$ cat config.mk
export PLATFORM = sky130hd
export DESIGN_NAME = minrv32_sram_bridge
export DESIGN_NICKNAME = d
export VERILOG_FILES = /design/src/rtl/minrv32_mem_pkg.sv /design/src/rtl/minrv32_addr_decode.sv /design/src/rtl/minrv32_sram_bridge.sv
export SDC_FILE = /design/constraint.sdc
export NUM_CORES = 1
export LEC_CHECK = 0
export CORE_MARGIN = 8
export CORE_UTILIZATION = 30
export CTS_BUF_LIST = sky130_fd_sc_hd__clkbuf_4 sky130_fd_sc_hd__clkbuf_8
export DETAILED_ROUTE_END_ITERATION = 10
export PLACE_DENSITY = 0.72
export SYNTH_ARGS = -nofsm -noshare
export SYNTH_HDL_FRONTEND = slang
export SYNTH_SLANG_ARGS = --single-unit
$ cat constraint.sdc
create_clock -name clk -period 2 [get_ports clk]
set_clock_uncertainty 0.15 [all_clocks]
set_input_delay 0.2 -clock clk [delete_from_list [all_inputs] [get_ports clk]]
set_output_delay 0.2 -clock clk [all_outputs]
set_load 0.03 [all_outputs]
$ cat src/rtl/minrv32_mem_pkg.sv
// minrv32_mem_pkg: shared types and constants for the minrv32 SRAM bridge.
package minrv32_mem_pkg;
    localparam int WAIT_W         = 3;
    localparam int MEM_WORD_BYTES = 4;
    typedef enum logic [2:0] {S_IDLE, S_WAIT, S_ACCESS, S_CAPTURE, S_DONE} state_e;
endpackage

$ cat src/rtl/minrv32_addr_decode.sv
// minrv32_addr_decode: range check and word-address translation for a byte address.
module minrv32_addr_decode
    import minrv32_mem_pkg::*;
#(
    parameter int          ADDR_WIDTH = 14,
    parameter logic [31:0] BASE_ADDR  = 32'h0000_0000
) (
    input  logic [31:0]           addr_i,
    output logic                  in_range_o,
    output logic [ADDR_WIDTH-1:0] word_addr_o
);
    logic [31:0] off;
    logic [31:0] word;
    assign off  = addr_i - BASE_ADDR;
    assign word = off / 32'(MEM_WORD_BYTES);
    // The explicit >= guard stops addresses below the base from wrapping into range.
    assign in_range_o  = (addr_i >= BASE_ADDR) && ((word >> ADDR_WIDTH) == 32'd0);
    assign word_addr_o = word[ADDR_WIDTH-1:0];
endmodule

$ cat src/rtl/minrv32_sram_bridge.sv
// minrv32_sram_bridge: minrv32 mem_valid/mem_ready bus to 1-cycle-latency sync SRAM,
// with programmable wait states and out-of-range error reporting.
module minrv32_sram_bridge
    import minrv32_mem_pkg::*;
#(
    parameter int          ADDR_WIDTH  = 14,
    parameter logic [31:0] BASE_ADDR   = 32'h0000_0000,
    parameter int          WAIT_STATES = 0
) (
    input  logic                  clk,
    input  logic                  resetn,
    input  logic                  mem_valid,
    input  logic                  mem_instr,
    input  logic [31:0]           mem_addr,
    input  logic [31:0]           mem_wdata,
    input  logic [3:0]            mem_wstrb,
    output logic                  mem_ready,
    output logic [31:0]           mem_rdata,
    output logic                  sram_ce,
    output logic [3:0]            sram_we,
    output logic [ADDR_WIDTH-1:0] sram_addr,
    output logic [31:0]           sram_wdata,
    input  logic [31:0]           sram_rdata,
    output logic                  err
);
    state_e                  state_q;
    logic [WAIT_W-1:0]       cnt_q;
    logic [31:0]             wdata_q;
    logic [3:0]              wstrb_q;
    logic [ADDR_WIDTH-1:0]   waddr_q;
    logic                    in_range_q;
    logic                    ready_q;
    logic                    err_q;
    logic [31:0]             rdata_q;
    logic                    in_range;
    logic [ADDR_WIDTH-1:0]   waddr;
    logic                    acc;
    logic                    unused_instr;

    assign unused_instr = mem_instr;

    minrv32_addr_decode #(.ADDR_WIDTH(ADDR_WIDTH), .BASE_ADDR(BASE_ADDR)) u_dec (
        .addr_i     (mem_addr),
        .in_range_o (in_range),
        .word_addr_o(waddr)
    );

    always_ff @(posedge clk or negedge resetn) begin
        if (!resetn) begin
            state_q    <= S_IDLE;
            cnt_q      <= '0;
            wdata_q    <= '0;
            wstrb_q    <= '0;
            waddr_q    <= '0;
            in_range_q <= 1'b0;
            ready_q    <= 1'b0;
            err_q      <= 1'b0;
            rdata_q    <= '0;
        end else begin
            case (state_q)
                S_IDLE: if (mem_valid) begin
                    wdata_q    <= mem_wdata;
                    wstrb_q    <= mem_wstrb;
                    waddr_q    <= waddr;
                    in_range_q <= in_range;
                    cnt_q      <= WAIT_W'(WAIT_STATES > 0 ? WAIT_STATES - 1 : 0);
                    state_q    <= WAIT_STATES > 0 ? S_WAIT : S_ACCESS;
                end
                S_WAIT: begin
                    cnt_q   <= cnt_q == '0 ? cnt_q : cnt_q - 1'b1;
                    state_q <= cnt_q == '0 ? S_ACCESS : S_WAIT;
                end
                S_ACCESS: state_q <= S_CAPTURE;
                S_CAPTURE: begin
                    rdata_q <= (in_range_q && wstrb_q == 4'b0) ? sram_rdata : 32'h0;
                    ready_q <= 1'b1;
                    err_q   <= !in_range_q;
                    state_q <= S_DONE;
                end
                S_DONE: begin
                    ready_q <= 1'b0;
                    err_q   <= 1'b0;
                    state_q <= S_IDLE;
                end
                default: state_q <= S_IDLE;
            endcase
        end
    end

    // Out-of-range requests still walk through ACCESS but never touch the SRAM.
    assign acc        = state_q == S_ACCESS && in_range_q;
    assign sram_ce    = acc;
    assign sram_we    = acc ? wstrb_q : 4'b0;
    assign sram_addr  = acc ? waddr_q : '0;
    assign sram_wdata = acc ? wdata_q : 32'h0;
    assign mem_ready  = ready_q;
    assign mem_rdata  = rdata_q;
    assign err        = err_q;
endmodule

==> flow_metrics.py, run 1 <==
metrics = {
    "sta": {
        "hold_viol": 0,
        "setup_violations": 50,
        "finalMaxSlewViolations": 0,
        "min_period_ps": 2037,
        "fmax_ghz": 0.4910,
        "worst_slack_ps": -36.62,
        "setup_tns_ps": -853.7,
        "tightest_slew_ps": 530.6,
        "slew_headroom_pct": 64.63,
        "fin_crit_sh_pct": 101.8,
        "rsz0062_at_grt": "yes",
    },
    "clocking": {
        "clk_latency_ps": 370,
        "clk_pin_slew_ps": 90,
        "h-tree-depth": 3,
        "cts.sinks": 91,
        "clock_path_buffers": 2,
        "root_buffer": "clkbuf_8",
        "cts_tree": "built",
        "cts_buffers": 9,
    },
    "cells_and_area": {
        "syn_to_final_growth_pct": 64.56,
        "fin_cells": 725,
        "drive_gt1_share_pct": 33.52,
        "diodes": 0,
        "layout_commonest_cell": "clkdlybuf4s50_1",
        "nets": 650,
        "final_cell_mix": "133 x clkdlybuf4s50_1, 89 x dfrtp_1, 65 x nand2_1",
    },
    "routing": {
        "drc": 0,
        "drt_iter0_drc": 139,
        "vias": 3306,
        "route.antenna.remaining_nets": 0,
        "wl_per_cell_um": 16.79,
        "post_drt_via_cell_ratio": 4.560,
        "dr.pass1.iters": 4,
        "routed_wl_um": 12180,
    },
    "pwr": {
        "p_comb_share_pct": 32.8,
        "power.share.clock_pct": 23.8,
        "cellLeakagePower_nw": 2.890,
        "p_int_mw": 4.554,
        "swShare_pct": 29.37,
        "p_seq_share_pct": 43.4,
        "p_sw_mw": 1.894,
        "peakVddDrop_v": 0.0006041,
        "p_per_area_nw_per_um2": 957.8,
    },
    "worst_hold_path": {
        "min_path_type": "in2reg",
    },
    "synth": {
        "synth_area_um2": 4091,
        "synthCells": 351,
        "synth.avg_cell_area_um2": 11.66,
        "syn_nets": 457,
        "ys_ff_latch": 91,
        "ys_warn_count": 0,
        "synth_cell_types": 30,
        "yosysSeqAreaShare_pct": 55.66,
    },
    "floorplanning": {
        "placementRows": 42,
        "die_y_um": 132.8,
        "ioPinCount": 189,
        "fp.dieW_um": 132.8,
        "core-area_um2": 13300,
        "start_util_pct": 30.77,
        "die_area_um2": 17630,
    },
    "critical_path": {
        "arrival_ps": 1690,
        "cp-end-kind": "primary output",
        "crit_buf_inv": 3,
        "crit_path_cell_trace": "nand2b_4 > nor3_4 > buf_12 > clkbuf_16 > and2_1 > buf_6",
        "critPathRequiredTime_ps": 1650,
        "crit_cells": 6,
        "reg2reg_to": "cnt_q[0]$_DFFE_PN0P_",
        "reg2reg_from": "cnt_q[0]$_DFFE_PN0P_",
        "crit_fanout": 12,
        "cp_top_family": "buffers and inverters",
        "crit_start": "state_q[0]$_DFFE_PN0P_",
        "crit_type": "reg2out",
        "crit_slowest_cell": "dfrtp_2",
        "startpoint_type": "flip-flop",
        "crit_end": "sram_addr[10]",
        "critPathMaxStageDelay_ps": 410,
        "r2r_cells": 5,
        "r2r_slack_ps": 150,
    },
    "placement": {
        "dp.cells": 702,
        "gp_congestion": 0.7050,
        "dpl.hpwl_um": 8380,
        "place_ws_ps": 37.34,
        "portBuffers": 185,
    },
    "flow_run": {
        "max-cap-violations": 0,
    },
    "status": {
        "status": "complete, but fails checks",
        "violations": "setup timing",
    },
    "global_routing": {
        "grt_pass1_vias": 3663,
        "grt-ovfl-total": 0,
        "grt_pass1_wl_um": 19550,
        "antenna_found_initial": 0,
        "grt_start_max_net_pins": 92,
        "grt.total_usage_pct": 13.72,
    },
}
==> cell usage after synthesis <==
| library cell | count | area (µm²) |
|---|---|---|
| a2111oi_4 | 1 | 27.53 |
| mux2_4 | 19 | 285.3 |
| nor4b_4 | 1 | 23.77 |
| nor2_1 | 3 | 11.26 |
| buf_6 | 6 | 67.56 |
| a221oi_1 | 1 | 8.760 |
| inv_2 | 1 | 3.750 |
| clkbuf_1 | 11 | 41.29 |
| nor2b_1 | 2 | 12.51 |
| dfrtp_1 | 91 | 2277 |
| buf_2 | 2 | 10.01 |
| nand2b_1 | 4 | 25.02 |
| mux2i_1 | 1 | 10.01 |
| mux2_2 | 33 | 371.6 |
| a22o_1 | 1 | 8.760 |
| nand3b_4 | 1 | 20.02 |
| ha_1 | 2 | 25.02 |
| o21ai_0 | 26 | 130.1 |
| and2_1 | 50 | 312.8 |
| nand2_1 | 65 | 244.0 |
| a21oi_1 | 2 | 10.01 |
| nor4_1 | 6 | 37.54 |
| nand4_1 | 1 | 6.260 |
| a2111o_1 | 1 | 11.26 |
| nor3_2 | 1 | 10.01 |
| a211oi_1 | 1 | 7.510 |
| inv_1 | 4 | 15.01 |
| o21ai_1 | 10 | 50.05 |
| buf_4 | 3 | 22.52 |
| nor3_1 | 1 | 5.000 |
==> worst reg2reg max path, cell delays in order, from the launching register on <==
cell       delay (ps)
dfrtp_1           370
inv_1              70
ha_1              190
nor2b_1           170
a2111oi_4         420
mux2_2            380
==> area by class of cell <==
class	count	area (µm²)
sequential	91	2280
tap	176	220.2
fill	1163	6563
multi-input combinational	233	1763
timing repair buffer	204	2206
clock buffer	12	146.4
clock inverter	4	98.84
inverter	5	18.77
==> flip-flops by register name, summed over array words and instances, names as in the netlist <==
name        flops
wstrb_q         4
waddr_q        14
state_q         3
err             1
in_range_q      1
cnt_q           3
wdata_q        32
mem_ready       1
mem_rdata      32
==> kinds of logic after synthesis <==
group | share of synthesized area, %
compound gates | 6.208
fa+ha+maj | 0.6115
buf+inv | 3.914
flops | 55.66
mux | 16.30
simple gates | 17.31
==> what timing repair did <==
item | CTS | global route
hold buffers | 1 | 0
pin swaps | 1 | 1
gates resized for setup | 53 | 37
cloned | 1 | 2
hold endpoints to repair | 91 | 0
endpoints found under the setup margin | 51 | 50
buffers inserted | 3 | 0
==> power by group through the flow <==
stage	Sequential, mW	Clock, mW	Combinational (mW)
floorplan	2.73	0	1.52
global placement	2.76	0	2.02
detailed placement	2.80	0	2.10
CTS	2.77	1.59	2.15
global route	2.88	1.67	2.33
finish	2.80	1.54	2.11
==> worst min-delay path by stage <==
stage | startpoint | end | slack (ps) | depth (start not counted)
finish | sram_rdata[7] | mem_rdata[7]$_DFFE_PN0N_ | 210 | 3
global route | sram_rdata[14] | mem_rdata[14]$_DFFE_PN0N_ | 210 | 3
CTS | sram_rdata[7] | mem_rdata[7]$_DFFE_PN0N_ | 190 | 3
detailed placement | resetn | wdata_q[4]$_DFFE_PN0P_ | 140 | 2
global placement | resetn | wdata_q[10]$_DFFE_PN0P_ | 140 | 2
floorplan | resetn | cnt_q[0]$_DFFE_PN0P_ | -250 | 0
==> metrics by stage <==
step           instance area [µm²]  power [mW]  hold slack, ps  util (%)
3_3_place_gp                  6076       4.779           136.3     45.70
5_1_grt                       6733       6.870           214.0     50.64
4_1_cts                       6585       6.507           189.8     49.53
3_5_place_dp                  6076       4.901           143.1     45.70
2_1_floorplan                 4093       4.249          -245.6         -
6_report                      6733       6.448           214.4     50.64
==> per-layer routing <==
layer	global-route usage (%)	vias up	wire length, µm
met5	0	-	0
met2	22.09	127	5924
li1	-	1552	-
met3	7.343	13	1277
met1	15.33	1614	4776
met4	4.101	0	197
No activity file was read; power rests on OpenSTA's default activity.
==> inputs of run 2 (changes only) <==
--- a/config.mk
+++ b/config.mk
@@ -9,6 +9,7 @@
 export CORE_UTILIZATION = 30
 export CTS_BUF_LIST = sky130_fd_sc_hd__clkbuf_4 sky130_fd_sc_hd__clkbuf_8
 export DETAILED_ROUTE_END_ITERATION = 10
+export HOLD_SLACK_MARGIN = 0.03
 export PLACE_DENSITY = 0.72
 export SYNTH_ARGS = -nofsm -noshare
 export SYNTH_HDL_FRONTEND = slang
==> results of run 2 <==
The final DEF is identical to that of run 1; final timing and power are the same.
==> inputs of run 3 (changes only) <==
--- a/config.mk
+++ b/config.mk
@@ -11,6 +11,7 @@
 export DETAILED_ROUTE_END_ITERATION = 10
 export HOLD_SLACK_MARGIN = 0.03
 export PLACE_DENSITY = 0.72
+export REMOVE_ABC_BUFFERS = 1
 export SYNTH_ARGS = -nofsm -noshare
 export SYNTH_HDL_FRONTEND = slang
 export SYNTH_SLANG_ARGS = --single-unit
==> flow_metrics.py, run 3 (synthesized netlist as in run 1, its figures left out) <==
metrics = {
    "sta": {
        "min_period_ps": 2034,
        "hold_viol": 0,
        "tightest_slew_ps": 489.2,
        "fin_crit_sh_pct": 101.7,
        "slew_headroom_pct": 67.39,
        "fmax_ghz": 0.4916,
        "finalMaxSlewViolations": 0,
        "setup_violations": 42,
        "worst_slack_ps": -33.97,
        "rsz0062_at_grt": "yes",
    },
    "pwr": {
        "peakVddDrop_v": 0.0007211,
        "cellLeakagePower_nw": 2.934,
        "power_mw": 6.461,
        "p_per_area_nw_per_um2": 949.1,
    },
    "routing": {
        "route.antenna.remaining_nets": 0,
        "drt_iter0_drc": 115,
        "dr.pass1.iters": 4,
        "drc": 0,
        "wl_per_cell_um": 17.31,
        "post_drt_via_cell_ratio": 4.533,
        "vias": 3327,
        "routed_wl_um": 12710,
    },
    "floorplanning": {
        "core-area_um2": 13300,
        "die_y_um": 132.8,
        "placementRows": 42,
        "start_util_pct": 30.77,
        "die_area_um2": 17630,
        "fp.dieW_um": 132.8,
        "ioPinCount": 189,
    },
    "status": {
        "status": "complete, but fails checks",
        "violations": "setup timing",
    },
    "critical_path": {
        "crit_slowest_cell": "dfrtp_2",
        "cp-end-kind": "primary output",
        "critPathRequiredTime_ps": 1650,
        "startpoint_type": "flip-flop",
        "crit_type": "reg2out",
        "critPathMaxStageDelay_ps": 410,
        "arrival_ps": 1680,
        "crit_fanout": 13,
        "crit_path_cell_trace": "nand2b_4 > nor3_4 > buf_12 > buf_16 > and2_4 > buf_6",
    },
    "worst_hold_path": {
        "min_path_type": "in2async",
    },
    "clocking": {
        "cts_tree": "built",
        "cts.sinks": 91,
        "h-tree-depth": 3,
        "clk_latency_ps": 370,
        "cts_buffers": 9,
        "clk_pin_slew_ps": 90,
        "root_buffer": "clkbuf_8",
        "clock_path_buffers": 2,
    },
    "placement": {
        "place_ws_ps": 27.28,
        "dpl.hpwl_um": 8696,
        "gp_congestion": 0.7153,
        "portBuffers": 185,
    },
    "global_routing": {
        "grt.total_usage_pct": 14.23,
        "grt_start_max_net_pins": 42,
        "grt-ovfl-total": 0,
        "grt_pass1_vias": 3769,
        "antenna_found_initial": 0,
        "grt_pass1_wl_um": 20200,
    },
    "cells_and_area": {
        "layout_commonest_cell": "clkdlybuf4s50_1",
        "multi_input_area_um2": 1765,
        "diodes": 0,
        "syn_to_final_growth_pct": 66.39,
        "nets": 659,
        "final_cell_mix": "133 x clkdlybuf4s50_1, 89 x dfrtp_1, 65 x nand2_1",
        "register_area_um2": 2280,
        "filler_cell_count": 1161,
        "drive_gt1_share_pct": 34.77,
    },
    "flow_run": {
        "max-cap-violations": 0,
    },
}
==> run 3: critical path, delay by kind of cell, from the launching register on <==
kind	cells	cell delay, ps
buf+inv	3	450
simple gates	3	450
flops	1	410
==> run 3: per-stage QoR <==
| stage | TNS [ps] | hold slack [ps] | instance area (µm²) | utilization (%) | cells |
|---|---|---|---|---|---|
| 6_report | -799.0 | 183.9 | 6808 | 51.20 | 734 |
| 2_1_floorplan | -110240 | -245.6 | 3950 | - | 329 |
| 4_1_cts | -4953 | 166.4 | 6700 | 50.40 | 732 |
| 5_1_grt | -5527 | 184.7 | 6808 | 51.20 | 734 |
| 3_3_place_gp | 0 | 37.20 | 6128 | 46.09 | 709 |
| 3_5_place_dp | 0 | 40.23 | 6128 | 46.09 | 709 |
==> run 3: path summary, 6_finish.rpt <==
check / startpoint / end / slack (ps) / cells after the start
setup reg to reg: state_q[0]$_DFFE_PN0P_ / wstrb_q[3]$_DFFE_PN0P_ / 140 / 5
hold reg to reg: mem_rdata[24]$_DFFE_PN0N_ / mem_rdata[24]$_DFFE_PN0N_ / 340 / 2
max in group asynchronous: resetn / mem_rdata[22]$_DFFE_PN0N_ / 900 / 3
hold / removal: resetn / waddr_q[2]$_DFFE_PN0P_ / 180 / 2
min in group clk: sram_rdata[14] / mem_rdata[14]$_DFFE_PN0N_ / 210 / 3
setup / recovery: state_q[0]$_DFFE_PN0P_ / sram_wdata[18] / -30 / 6
==> run 3: routing by layer <==
metal	global-route usage, %	part of all wire (%)	vias up
met4	3.407	1.1	0
met5	0	0	-
li1	-	-	1566
met1	15.70	40	1616
met3	8.176	10	10
met2	23.13	49	135
==> run 3: power breakdown <==
| part | leakage (nW) | internal, mW | switching, mW | total, mW |
|---|---|---|---|---|
| registers | 1.15 | 2.44 | 0.359 | 2.80 |
| logic | 1.67 | 1.32 | 0.913 | 2.23 |
| clock network | 0.116 | 0.784 | 0.649 | 1.43 |
| total | 2.93 | 4.54 | 1.92 | 6.46 |
==> run 3: timing repair <==
item                                    CTS  global route
cloned                                    3             1
setup buffers                             3             1
hold buffers                              1             0
resized for setup                        63            30
endpoints found under the hold margin    34             0
endpoints found under the setup margin   51            51
pin swaps                                 2            12
==> run 3: area by class of cell <==
class | count | area share [%]
clock inverters | 4 | 1.066
flip-flops and latches | 91 | 33.49
clock buffers | 12 | 2.334
repair buffers | 213 | 33.67
inverters | 5 | 0.2757
multi-input cells | 233 | 25.93
well taps | 176 | 3.235
